==> config.mk <==
export PLATFORM = sky130hd
export DESIGN_NAME = alu_control_md
export DESIGN_NICKNAME = d
export VERILOG_FILES = /design/src/rtl/alu_control_md_pkg.sv /design/src/rtl/alu_control_md_md_iter.sv /design/src/rtl/alu_control_md.sv
export SDC_FILE = /design/constraint.sdc
export NUM_CORES = 1
export LEC_CHECK = 0
export ABC_AREA = 1
export CAP_MARGIN = 20
export CORE_ASPECT_RATIO = 1.25
export CORE_MARGIN = 2
export CORE_UTILIZATION = 24
export DETAILED_ROUTE_END_ITERATION = 8
export GPL_TIMING_DRIVEN = 0
export SLEW_MARGIN = 10
export SYNTH_ARGS = -nofsm -noshare
export SYNTH_HDL_FRONTEND = slang
export SYNTH_SLANG_ARGS = --single-unit
==> constraint.sdc <==
create_clock -name clk -period 2.2 [get_ports clk]
set_input_delay 0.44 -clock clk [delete_from_list [all_inputs] [get_ports clk]]
set_output_delay 0.44 -clock clk [all_outputs]
set_load 0.03 [all_outputs]
==> src/rtl/alu_control_md_pkg.sv <==
// Shared encodings for the mipslite ALU control decoder and its multiply/divide unit.
// The decode helper maps the main-decoder op and R-type function field to an ALU control word.
package alu_control_md_pkg;

  localparam int ALU_CONLROL_LENGTH = 3;

  localparam logic [1:0] ALU_OP_ADD    = 2'b00;
  localparam logic [1:0] ALU_OP_SUB    = 2'b01;
  localparam logic [1:0] ALU_OP_R_TYPE = 2'b10;
  localparam logic [1:0] ALU_OP_ORI    = 2'b11;

  localparam logic [ALU_CONLROL_LENGTH-1:0] ALU_CONLROL_ADD  = 3'd0;
  localparam logic [ALU_CONLROL_LENGTH-1:0] ALU_CONLROL_ADDU = 3'd1;
  localparam logic [ALU_CONLROL_LENGTH-1:0] ALU_CONLROL_SUBU = 3'd2;
  localparam logic [ALU_CONLROL_LENGTH-1:0] ALU_CONLROL_ORI  = 3'd3;

  localparam logic [5:0] FUNC_MFHI  = 6'h10;
  localparam logic [5:0] FUNC_MTHI  = 6'h11;
  localparam logic [5:0] FUNC_MFLO  = 6'h12;
  localparam logic [5:0] FUNC_MTLO  = 6'h13;
  localparam logic [5:0] FUNC_MULTU = 6'h19;
  localparam logic [5:0] FUNC_DIVU  = 6'h1B;
  localparam logic [5:0] FUNC_ADDU  = 6'h21;
  localparam logic [5:0] FUNC_SUBU  = 6'h23;

  typedef enum logic [1:0] {
    ST_IDLE = 2'd0,
    ST_MUL  = 2'd1,
    ST_DIV  = 2'd2,
    ST_DONE = 2'd3
  } md_state_e;

  function automatic logic [ALU_CONLROL_LENGTH-1:0] alu_decode(
    input logic [1:0] aluop,
    input logic [5:0] func
  );
    logic [ALU_CONLROL_LENGTH-1:0] ctl;
    ctl = ALU_CONLROL_ADDU;
    case (aluop)
      ALU_OP_ADD:    ctl = ALU_CONLROL_ADD;
      ALU_OP_SUB:    ctl = ALU_CONLROL_SUBU;
      ALU_OP_ORI:    ctl = ALU_CONLROL_ORI;
      // R-type funcs other than SUBU are don't-care for the ALU; ADDU keeps it benign
      ALU_OP_R_TYPE: ctl = (func == FUNC_SUBU) ? ALU_CONLROL_SUBU : ALU_CONLROL_ADDU;
      default:       ctl = ALU_CONLROL_ADDU;
    endcase
    return ctl;
  endfunction

endpackage

==> src/rtl/alu_control_md_md_iter.sv <==
// Iterative 1-bit/cycle unsigned multiply (shift-add) and restoring divide datapath.
// res_hi/res_lo carry the value after the current step, so they are the final result while done is high.
module md_iter #(
  parameter int WIDTH = 32
) (
  input  logic             clk,
  input  logic             rst_n,
  input  logic             start,
  input  logic             op_div,
  input  logic             step,
  input  logic             abort,
  input  logic [WIDTH-1:0] opa,
  input  logic [WIDTH-1:0] opb,
  output logic             done,
  output logic [WIDTH-1:0] res_hi,
  output logic [WIDTH-1:0] res_lo
);

  localparam int CNT_W = $clog2(WIDTH);

  logic [WIDTH-1:0] acc_hi_q, acc_hi_d;
  logic [WIDTH-1:0] acc_lo_q, acc_lo_d;
  logic [WIDTH-1:0] oper_q, oper_d;
  logic [CNT_W-1:0] cnt_q, cnt_d;
  logic             op_div_q, op_div_d;

  logic [WIDTH:0]   mul_sum;
  logic [WIDTH:0]   div_shift;
  logic [WIDTH-1:0] div_diff;
  logic             no_borrow;
  logic [WIDTH-1:0] nxt_hi, nxt_lo;

  // MUL: acc_lo holds the multiplier, oper the multiplicand; DIV: acc_lo holds dividend/quotient, oper the divisor
  always_comb begin
    mul_sum   = {1'b0, acc_hi_q} + ({1'b0, oper_q} & {(WIDTH+1){acc_lo_q[0]}});
    div_shift = {acc_hi_q, acc_lo_q[WIDTH-1]};
    no_borrow = (div_shift >= {1'b0, oper_q});
    div_diff  = div_shift[WIDTH-1:0] - oper_q;
    if (op_div_q) begin
      nxt_hi = no_borrow ? div_diff : div_shift[WIDTH-1:0];
      nxt_lo = {acc_lo_q[WIDTH-2:0], no_borrow};
    end else begin
      nxt_hi = mul_sum[WIDTH:1];
      nxt_lo = {mul_sum[0], acc_lo_q[WIDTH-1:1]};
    end
  end

  always_comb begin
    acc_hi_d = acc_hi_q;
    acc_lo_d = acc_lo_q;
    oper_d   = oper_q;
    cnt_d    = cnt_q;
    op_div_d = op_div_q;
    if (start) begin
      acc_hi_d = '0;
      acc_lo_d = op_div ? opa : opb;
      oper_d   = op_div ? opb : opa;
      cnt_d    = CNT_W'(WIDTH - 1);
      op_div_d = op_div;
    end else if (abort) begin
      cnt_d = '0;
    end else if (step) begin
      acc_hi_d = nxt_hi;
      acc_lo_d = nxt_lo;
      if (cnt_q != '0) cnt_d = cnt_q - CNT_W'(1);
    end
  end

  always_ff @(posedge clk) begin
    if (!rst_n) begin
      acc_hi_q <= '0;
      acc_lo_q <= '0;
      oper_q   <= '0;
      cnt_q    <= '0;
      op_div_q <= 1'b0;
    end else begin
      acc_hi_q <= acc_hi_d;
      acc_lo_q <= acc_lo_d;
      oper_q   <= oper_d;
      cnt_q    <= cnt_d;
      op_div_q <= op_div_d;
    end
  end

  assign done   = (cnt_q == '0);
  assign res_hi = nxt_hi;
  assign res_lo = nxt_lo;

endmodule

==> src/rtl/alu_control_md.sv <==
// ALU control decoder with HI/LO registers and an iterative MULTU/DIVU unit that stalls the pipeline.
// Stall covers the issue cycle plus WIDTH iteration cycles; a one-cycle DONE lets the held instruction retire.
module alu_control_md
  import alu_control_md_pkg::*;
#(
  parameter int WIDTH = 32
) (
  input  logic                          clk,
  input  logic                          rst_n,
  input  logic                          valid,
  input  logic                          flush,
  input  logic [1:0]                    aluop,
  input  logic [5:0]                    func,
  input  logic [WIDTH-1:0]              rs_val,
  input  logic [WIDTH-1:0]              rt_val,
  output logic [ALU_CONLROL_LENGTH-1:0] alu_conlrol,
  output logic                          stall,
  output logic                          md_busy,
  output logic [WIDTH-1:0]              mf_data,
  output logic                          mf_sel,
  output logic [WIDTH-1:0]              hi,
  output logic [WIDTH-1:0]              lo
);

  md_state_e        state_q, state_d;
  logic [WIDTH-1:0] hi_q, hi_d;
  logic [WIDTH-1:0] lo_q, lo_d;
  logic             md_busy_q, md_busy_d;

  logic             is_r, live, start, it_done;
  logic [WIDTH-1:0] res_hi, res_lo;

  assign is_r = (aluop == ALU_OP_R_TYPE);
  assign live = valid & ~flush & is_r;
  assign start = rst_n & live & (state_q == ST_IDLE)
               & ((func == FUNC_MULTU) | (func == FUNC_DIVU));

  assign alu_conlrol = alu_decode(aluop, func);

  md_iter #(.WIDTH(WIDTH)) u_md_iter (
    .clk    (clk),
    .rst_n  (rst_n),
    .start  (start),
    .op_div (func == FUNC_DIVU),
    .step   (md_busy_q & ~flush),
    .abort  (md_busy_q & flush),
    .opa    (rs_val),
    .opb    (rt_val),
    .done   (it_done),
    .res_hi (res_hi),
    .res_lo (res_lo)
  );

  always_comb begin
    state_d   = state_q;
    hi_d      = hi_q;
    lo_d      = lo_q;
    md_busy_d = md_busy_q;
    case (state_q)
      ST_IDLE: begin
        if (start) begin
          state_d   = (func == FUNC_DIVU) ? ST_DIV : ST_MUL;
          md_busy_d = 1'b1;
        end else if (live) begin
          if (func == FUNC_MTHI) hi_d = rs_val;
          if (func == FUNC_MTLO) lo_d = rs_val;
        end
      end
      ST_MUL, ST_DIV: begin
        // a flush on the last iteration still discards the result
        if (flush) begin
          state_d   = ST_IDLE;
          md_busy_d = 1'b0;
        end else if (it_done) begin
          hi_d      = res_hi;
          lo_d      = res_lo;
          state_d   = ST_DONE;
          md_busy_d = 1'b0;
        end
      end
      default: state_d = ST_IDLE;
    endcase
  end

  always_ff @(posedge clk) begin
    if (!rst_n) begin
      state_q   <= ST_IDLE;
      hi_q      <= '0;
      lo_q      <= '0;
      md_busy_q <= 1'b0;
    end else begin
      state_q   <= state_d;
      hi_q      <= hi_d;
      lo_q      <= lo_d;
      md_busy_q <= md_busy_d;
    end
  end

  assign stall   = start | md_busy_q;
  assign md_busy = md_busy_q;
  assign mf_sel  = valid & is_r & ((func == FUNC_MFHI) | (func == FUNC_MFLO));
  assign mf_data = (func == FUNC_MFHI) ? hi_q : lo_q;
  assign hi      = hi_q;
  assign lo      = lo_q;

endmodule

==> impl_metrics.yaml, run 1 <==
global_routing:
  grt_util_all_layers_pct: 26.0
  grt_overflow_total: 0
  grt_antenna_before_repair: 0
  via_count_of_the_first_global_routing_pass: 17200
  pin_count_of_the_biggest_net_entering_global_routing: 21
  grt_pass1_wl_um: 113000
min_path:
  worst_hold_path_type: "flip-flop to flip-flop"
  hold_path_startpoint: "state_q[1]"
critical_path:
  worstPathMaxFanout: 8
  crit_required_ns: 2.57
  r2r_setup_slack_ns: -0.50
  regToRegStartpoint: "u_md_iter.acc_hi_q[3]"
  cp-end-kind: "flip-flop"
  arrival_ns: 3.07
  critical_path.startpoint: "u_md_iter.acc_hi_q[3]"
  worstSetupStartpointType: "flip-flop"
  startpoint_to_endpoint_class_of_the_critical_path: "flip-flop to flip-flop"
routing:
  vias: 18000
  drcViolationCount: 0
  initialDrtViolationCount: 1532
  drtAntennaViolNets: 0
  drt_first_pass_iters: 6
  drt_wl_total_um: 81500
  wire_per_inst_um: 23.9
  vias_per_cell: 5.29
pwr:
  power.combinational.fraction_pct: 42.5
  netSwitchingPower_mw: 4.66
  clock_group_share_of_total_power_pct: 29.3
  internal_power_mw: 6.42
  power.share.switching_pct: 42.0
  power.density_cell_area_nw_per_um2: 494
  vdd.ir_drop.worst_mv: 0.594
  p_leak_nw: 9.74
  pwr-share-seq_pct: 28.2
sta:
  tightestPinTransition_ns: 0.975
  timing.max_slew.rel_slack_pct: 34.3
  number_of_setup_violations_in_the_final_report: 88
  rsz0062_at_grt: "yes"
  final-hold-violation-count: 0
  worst_clock_skew_ns: 0.0133
  setup_tns_ns: -20.19
  final_critical_path_setup_slack_ns: -0.503
  final_min_period_over_clock_period_pct: 123
  max_freq_mhz: 370
  slew_violations: 0
  period_needed_ns: 2.70
finish:
  final_net_count: 2794
  final_cell_mix: "nand2_1 (384), inv_1 (266), nor2_1 (211), nand2_2 (138), o21ai_0 (134)"
  most_common_cell_after_layout_fill_and_taps_aside: "nand2_1"
  area_growth_from_synthesis_to_layout_pct: 62.0
  post_route_cells_drive_above_1_share_pct: 38.1
  post-route-util_pct: 39.3
  n_antenna_cell: 0
run_status:
  outcome: "finished, violations left"
  violations_in_the_final_reports: "setup timing"
yosys:
  post_synthesis_compound_gate_area_fraction_pct: 20.7
  ys_seq_area_share_pct: 24.4
  synth-xor-area-share_pct: 1.14
  synth_simple_gate_area_share_pct: 31.3
  synth_flop_cell: "dfxtp_1"
  yosys_register_bits: 169
  post_synth_mux_area_share_pct: 3.47
  postSynthCellCount: 2301
  synthAdderAreaFrac_pct: 6.43
  ys_async_sr_fraction_pct: 0
  yosysWarnings: 0
  mappedNetlistArea_um2: 13800
  synth_edf_count: 0
  syn-num-nets: 2447
  synth_cell_type_count: 50
  mean_syn_cell_area_um2: 6.02
  synth_top_family_by_area: "simple AND/OR/NAND/NOR gates"
clocking:
  clk_pin_slew_ns: 0.08
  tritoncts: "built"
  clock-sinks: 169
  clock_root_buffer_master: "clkbuf_16"
  cts_max_level: 4
  cts_max_path_buffers: 2
  clk-insertion-delay-late_ns: 0.47
  cts_made_buffers: 17
placed_design:
  io_buffers: 176
  routabilityCongestion: 1.01
  hpwl_um: 60800
floorplanning:
  floorplan.initialDensity_pct: 24.2
  die-width_um: 219
  fp.dieH_um: 273
  floorplan.io_pins: 178
  fp.coreArea_um2: 57100
  std_cell_rows: 98
  design.die.area_um2: 59600
job:
  drv.max_cap_violation_count: 0
routing by layer:
layer | wire length (µm) | share of wire (%) | track usage [%]
met4 | 9480 | 12 | 24.1
met5 | 0 | 0 | 0
met2 | 37100 | 46 | 42.8
met1 | 28600 | 35 | 27.3
met3 | 6290 | 7.7 | 6.29
sequential cells by signal (all words and copies together), names as in the netlist:
signal,cells
u_md_iter.acc_hi_q,32
lo,32
u_md_iter.op_div_q,1
u_md_iter.oper_q,32
u_md_iter.acc_lo_q,32
md_busy,1
u_md_iter.cnt_q,5
hi,32
state_q,2
path summary, 6_finish.rpt:
| kind | end | cells after the start |
|---|---|---|
| hold / removal | state_q[1] | 2 |
| setup reg to reg | u_md_iter.acc_hi_q[6] | 18 |
| setup / recovery | u_md_iter.acc_hi_q[6] | 18 |
| hold reg to reg | state_q[1] | 2 |
stage by stage:
| stage | hold WS [ns] | area, µm² | std cells | worst slack (ns) | power (mW) |
|---|---|---|---|---|---|
| final | 0.495 | 22400 | 3411 | -0.503 | 11.1 |
| after floorplan | 0.456 | 13900 | 2301 | 0.0238 | 5.02 |
| after global placement | 0.478 | 16600 | 3227 | -1.48 | 6.09 |
| after CTS | 0.492 | 20600 | 3351 | -0.256 | 10.6 |
| after global routing | 0.522 | 22400 | 3411 | -0.536 | 11.4 |
| after detailed placement | 0.480 | 16600 | 3227 | -1.49 | 6.10 |
Yosys cell counts (4+ instances only):
library cell / count / area [µm²]
nand3b_1: 7 / 52.6
ha_1: 68 / 851
nand4_1: 10 / 62.6
o22ai_1: 26 / 163
nand2_1: 584 / 2190
o21bai_1: 5 / 37.5
nor2_1: 253 / 950
o21ai_0: 172 / 861
o21ai_1: 15 / 75.1
a21o_1: 6 / 45.0
o31ai_1: 4 / 30.0
a211oi_1: 56 / 420
nor3_1: 13 / 65.1
inv_1: 320 / 1200
nor4_1: 4 / 25.0
nand3_1: 152 / 761
clkbuf_1: 71 / 267
o21a_1: 8 / 60.1
dfxtp_1: 169 / 3380
mux2i_1: 12 / 120
a311oi_1: 4 / 35.0
buf_6: 6 / 67.6
xor2_1: 9 / 78.8
buf_2: 20 / 100
a31oi_1: 14 / 87.6
or2_2: 5 / 31.3
xnor2_1: 9 / 78.8
mux2_2: 32 / 360
a21oi_1: 184 / 921
o32ai_1: 8 / 70.1
inv_2: 10 / 37.5
nor2_2: 11 / 68.8
buf_1: 4 / 15.0
kinds of logic after synthesis:
logic type / count (synthesis)
AND/OR/NAND/NOR: 1052
AO/OA/AOI/OAI: 509
adder cells (fa/ha/maj): 70
flip-flops: 169
XOR/XNOR: 18
other: 1
multiplexers: 44
buffers and inverters: 438
power by group through the flow:
stage	Sequential, mW	Clock (mW)	Combinational, mW
4_1_cts	3.13	3.25	4.20
6_report	3.13	3.25	4.71
2_1_floorplan	3.19	0	1.83
3_3_place_gp	3.21	0	2.89
3_5_place_dp	3.21	0	2.90
5_1_grt	3.12	3.35	4.94
critical path, cell delays in order, from the launching register on:
cell and delay (ns):
dfxtp_4 0.48, ha_4 0.26, nand2_1 0.08, nand2_2 0.06, inv_1 0.08, nand2_1 0.07
nand2_2 0.08, nand3_4 0.10, nand2_2 0.08, nand2_2 0.08, nand2_4 0.14, nand2_8 0.14
buf_12 0.18, o21ai_4 0.14, nand2_4 0.13, nand2_2 0.24, nand2_1 0.09, nand2_1 0.10
inv_1 0.04
area by class of cell:
class,count,area [µm²]
Fill cell,5833,34700
Multi-Input combinational cell,1694,12300
Sequential cell,169,3550
Timing Repair Buffer,333,3130
Inverter,334,1280
Tap cell,750,938
Buffer,99,602
Clock buffer,17,425
Clock inverter,15,191
timing repair:
item | in CTS | in global routing
pin swaps | 130 | 138
endpoints found under the hold margin | 0 | 0
resized for setup | 920 | 369
hold buffers | 0 | 0
gates cloned | 5 | 2
endpoints found under the setup margin | 197 | 144
setup buffers | 91 | 58
(Power assumes the default switching activity.)
==> inputs of run 2 (changes only) <==
--- a/config.mk
+++ b/config.mk
@@ -7,11 +7,15 @@
 export LEC_CHECK = 0
 export ABC_AREA = 1
 export CAP_MARGIN = 20
+export CELL_PAD_IN_SITES_DETAIL_PLACEMENT = 0
+export CELL_PAD_IN_SITES_GLOBAL_PLACEMENT = 1
 export CORE_ASPECT_RATIO = 1.25
 export CORE_MARGIN = 2
 export CORE_UTILIZATION = 24
+export CTS_CLUSTER_DIAMETER = 40
 export DETAILED_ROUTE_END_ITERATION = 8
 export GPL_TIMING_DRIVEN = 0
+export PLACE_DENSITY_LB_ADDON = 0.1
 export SLEW_MARGIN = 10
 export SYNTH_ARGS = -nofsm -noshare
 export SYNTH_HDL_FRONTEND = slang
==> run 2 against run 1 <==
Net effect: the flow still finishes with violations (setup timing); register-to-register slack better by 0.14 ns; via count down 4.1%; count of clock-buffer cells in the layout unchanged; worst hold slack worse by 0.0026 ns; wire length up 7.9%; critical path depth down 2; critical path type unchanged; critical endpoint is now hi[17]; largest power group unchanged.
==> impl_metrics.yaml, run 2 (synthesized netlist as in run 1, its figures left out) <==
run_status:
  outcome: "finished, violations left"
  violations_in_the_final_reports: "setup timing"
critical_path:
  timing.critical_path.buf_inv: 5
  worst_path_largest_cell_delay_ns: 0.38
  worstSetupStartpointType: "flip-flop"
  arrival_ns: 3.00
  worst_path_max_delay_cell: "dfxtp_4"
  startpoint_to_endpoint_class_of_the_critical_path: "flip-flop to flip-flop"
  worstPathMaxFanout: 5
  cp-end-kind: "flip-flop"
  critPathTopFamily: "simple AND/OR/NAND/NOR gates"
  crit_required_ns: 2.64
  critical_path.cell_chain: "buf_8 > clkbuf_16 > nand2_8 > inv_4 > ha_4 > buf_6 > nand2_8 > nor2_2 > nand3_2 > nand3b_1 > buf_4 > nand3_4 > a21o_1 > nand3_2 > nand3_4 > a21oi_2"
global_routing:
  via_count_of_the_first_global_routing_pass: 17600
  grt_antenna_before_repair: 1
  grt_overflow_total: 0
  grt_util_all_layers_pct: 29.1
  grt_pass1_wl_um: 123000
  pin_count_of_the_biggest_net_entering_global_routing: 20
routing:
  vias_per_cell: 5.01
  drt_wl_total_um: 87900
  initialDrtViolationCount: 935
  wire_per_inst_um: 25.5
  drtAntennaViolNets: 0
  drcViolationCount: 0
  vias: 17300
  drt_first_pass_iters: 6
sta:
  rsz0062_at_grt: "yes"
  period_needed_ns: 2.56
  slew_violations: 0
  final_critical_path_setup_slack_ns: -0.358
  tightestPinTransition_ns: 0.909
  max_freq_mhz: 391
  number_of_setup_violations_in_the_final_report: 97
  final_min_period_over_clock_period_pct: 116
  final.hold.worst_slack_ns: 0.492
  worst_clock_skew_ns: 0.0170
  final-hold-violation-count: 0
  timing.max_slew.rel_slack_pct: 38.7
clocking:
  clock_root_buffer_master: "clkbuf_16"
  clock-sinks: 169
  clk_pin_slew_ns: 0.09
  cts_made_buffers: 17
  cts_max_level: 4
  clk-insertion-delay-late_ns: 0.51
  tritoncts: "built"
  cts_max_path_buffers: 2
  cts_hold_buffers: 0
floorplanning:
  design.die.area_um2: 59600
  std_cell_rows: 98
  floorplan.io_pins: 178
  die-width_um: 219
  fp.coreArea_um2: 57100
  fp.dieH_um: 273
  floorplan.initialDensity_pct: 24.2
placed_design:
  io_buffers: 176
  routabilityCongestion: 0.941
  hpwl_um: 70500
finish:
  area_growth_from_synthesis_to_layout_pct: 68.2
  post-route-util_pct: 40.8
  final.fill_count: 6134
  n_antenna_cell: 0
  post_route_cells_drive_above_1_share_pct: 40.5
  final_cell_mix: "nand2_1 (370), inv_1 (254), nor2_1 (206), buf_4 (167), clkdlybuf4s50_1 (132)"
  most_common_cell_after_layout_fill_and_taps_aside: "nand2_1"
  final_net_count: 2835
pwr:
  vdd.ir_drop.worst_mv: 0.490
  power.density_cell_area_nw_per_um2: 481
  p_leak_nw: 10.3
min_path:
  worst_hold_path_type: "flip-flop to flip-flop"
job:
  drv.max_cap_violation_count: 0
[run 2: cell types whose count changed in the layout (fill, tap and decap cells not counted), moves of 12 or more]
cell and delta:
buf_4 +35, nand2_1 -14, buf_6 +12, o21ai_0 -26, inv_1 -12, o21ai_1 +25
nand2_4 +27, nand2_2 -16
[run 2: metal layers]
metal	share of wire (%)	up-vias	track usage [%]
li1	-	8285	-
met1	37	8370	30.3
met2	52	457	54.6
met3	3.7	180	4.24
met4	7.2	2	17.9
met5	0.015	-	0
[run 2: worst reg2reg max path: cells and delay by family, from the launching register on]
kind / cells / cell delay (ns)
and+or+nand+nor: 8 / 0.83
buffers and inverters: 5 / 0.65
DFF: 1 / 0.38
adders and majority gates: 1 / 0.32
AOI/OAI and AO/OA: 2 / 0.32
[run 2: stage by stage]
step	instance area (µm²)	worst slack (ns)	TNS [ns]	total power, mW	std cells
2_1_floorplan	13900	0.0238	0	5.02	2301
3_3_place_gp	16600	-1.46	-193.01	6.25	3227
3_5_place_dp	16600	-1.47	-196.12	6.25	3227
4_1_cts	21700	-0.454	-22.61	10.8	3409
5_1_grt	23300	-0.432	-25.39	11.6	3452
6_report	23300	-0.358	-17.69	11.2	3452
[run 2: what timing repair did]
action	in CTS	in global routing
gates cloned	7	1
setup buffers	148	57
pin swaps	162	165
resized for setup	1096	377
endpoints found under the setup margin	199	176
[run 2: final timing paths]
| path | depth (start not counted) | startpoint | end | slack (ns) |
|---|---|---|---|---|
| max | 16 | u_md_iter.acc_lo_q[0] | hi[17] | -0.36 |
| min | 2 | state_q[0] | state_q[0] | 0.49 |
| max reg2reg | 16 | u_md_iter.acc_lo_q[0] | hi[17] | -0.36 |
| min reg2reg | 2 | state_q[0] | state_q[0] | 0.49 |
[run 2: area by class of cell]
type | instances | area (µm²) | area share [%]
multi-input combinational | 1694 | 12800 | 54.9
sequential | 169 | 3560 | 15.3
clock buffer | 17 | 425 | 1.83
inverter | 334 | 1300 | 5.57
clock inverter | 15 | 175 | 0.752
timing repair buffer | 374 | 3530 | 15.1
buffer | 99 | 589 | 2.53
tap | 750 | 938 | 4.03
[run 2: where the power goes]
part / total [mW] / internal (mW) / switching (mW)
combinational: 4.85 / 1.92 / 2.93
clock: 3.25 / 1.53 / 1.72
sequential: 3.11 / 3.05 / 0.0595
total: 11.2 / 6.50 / 4.70
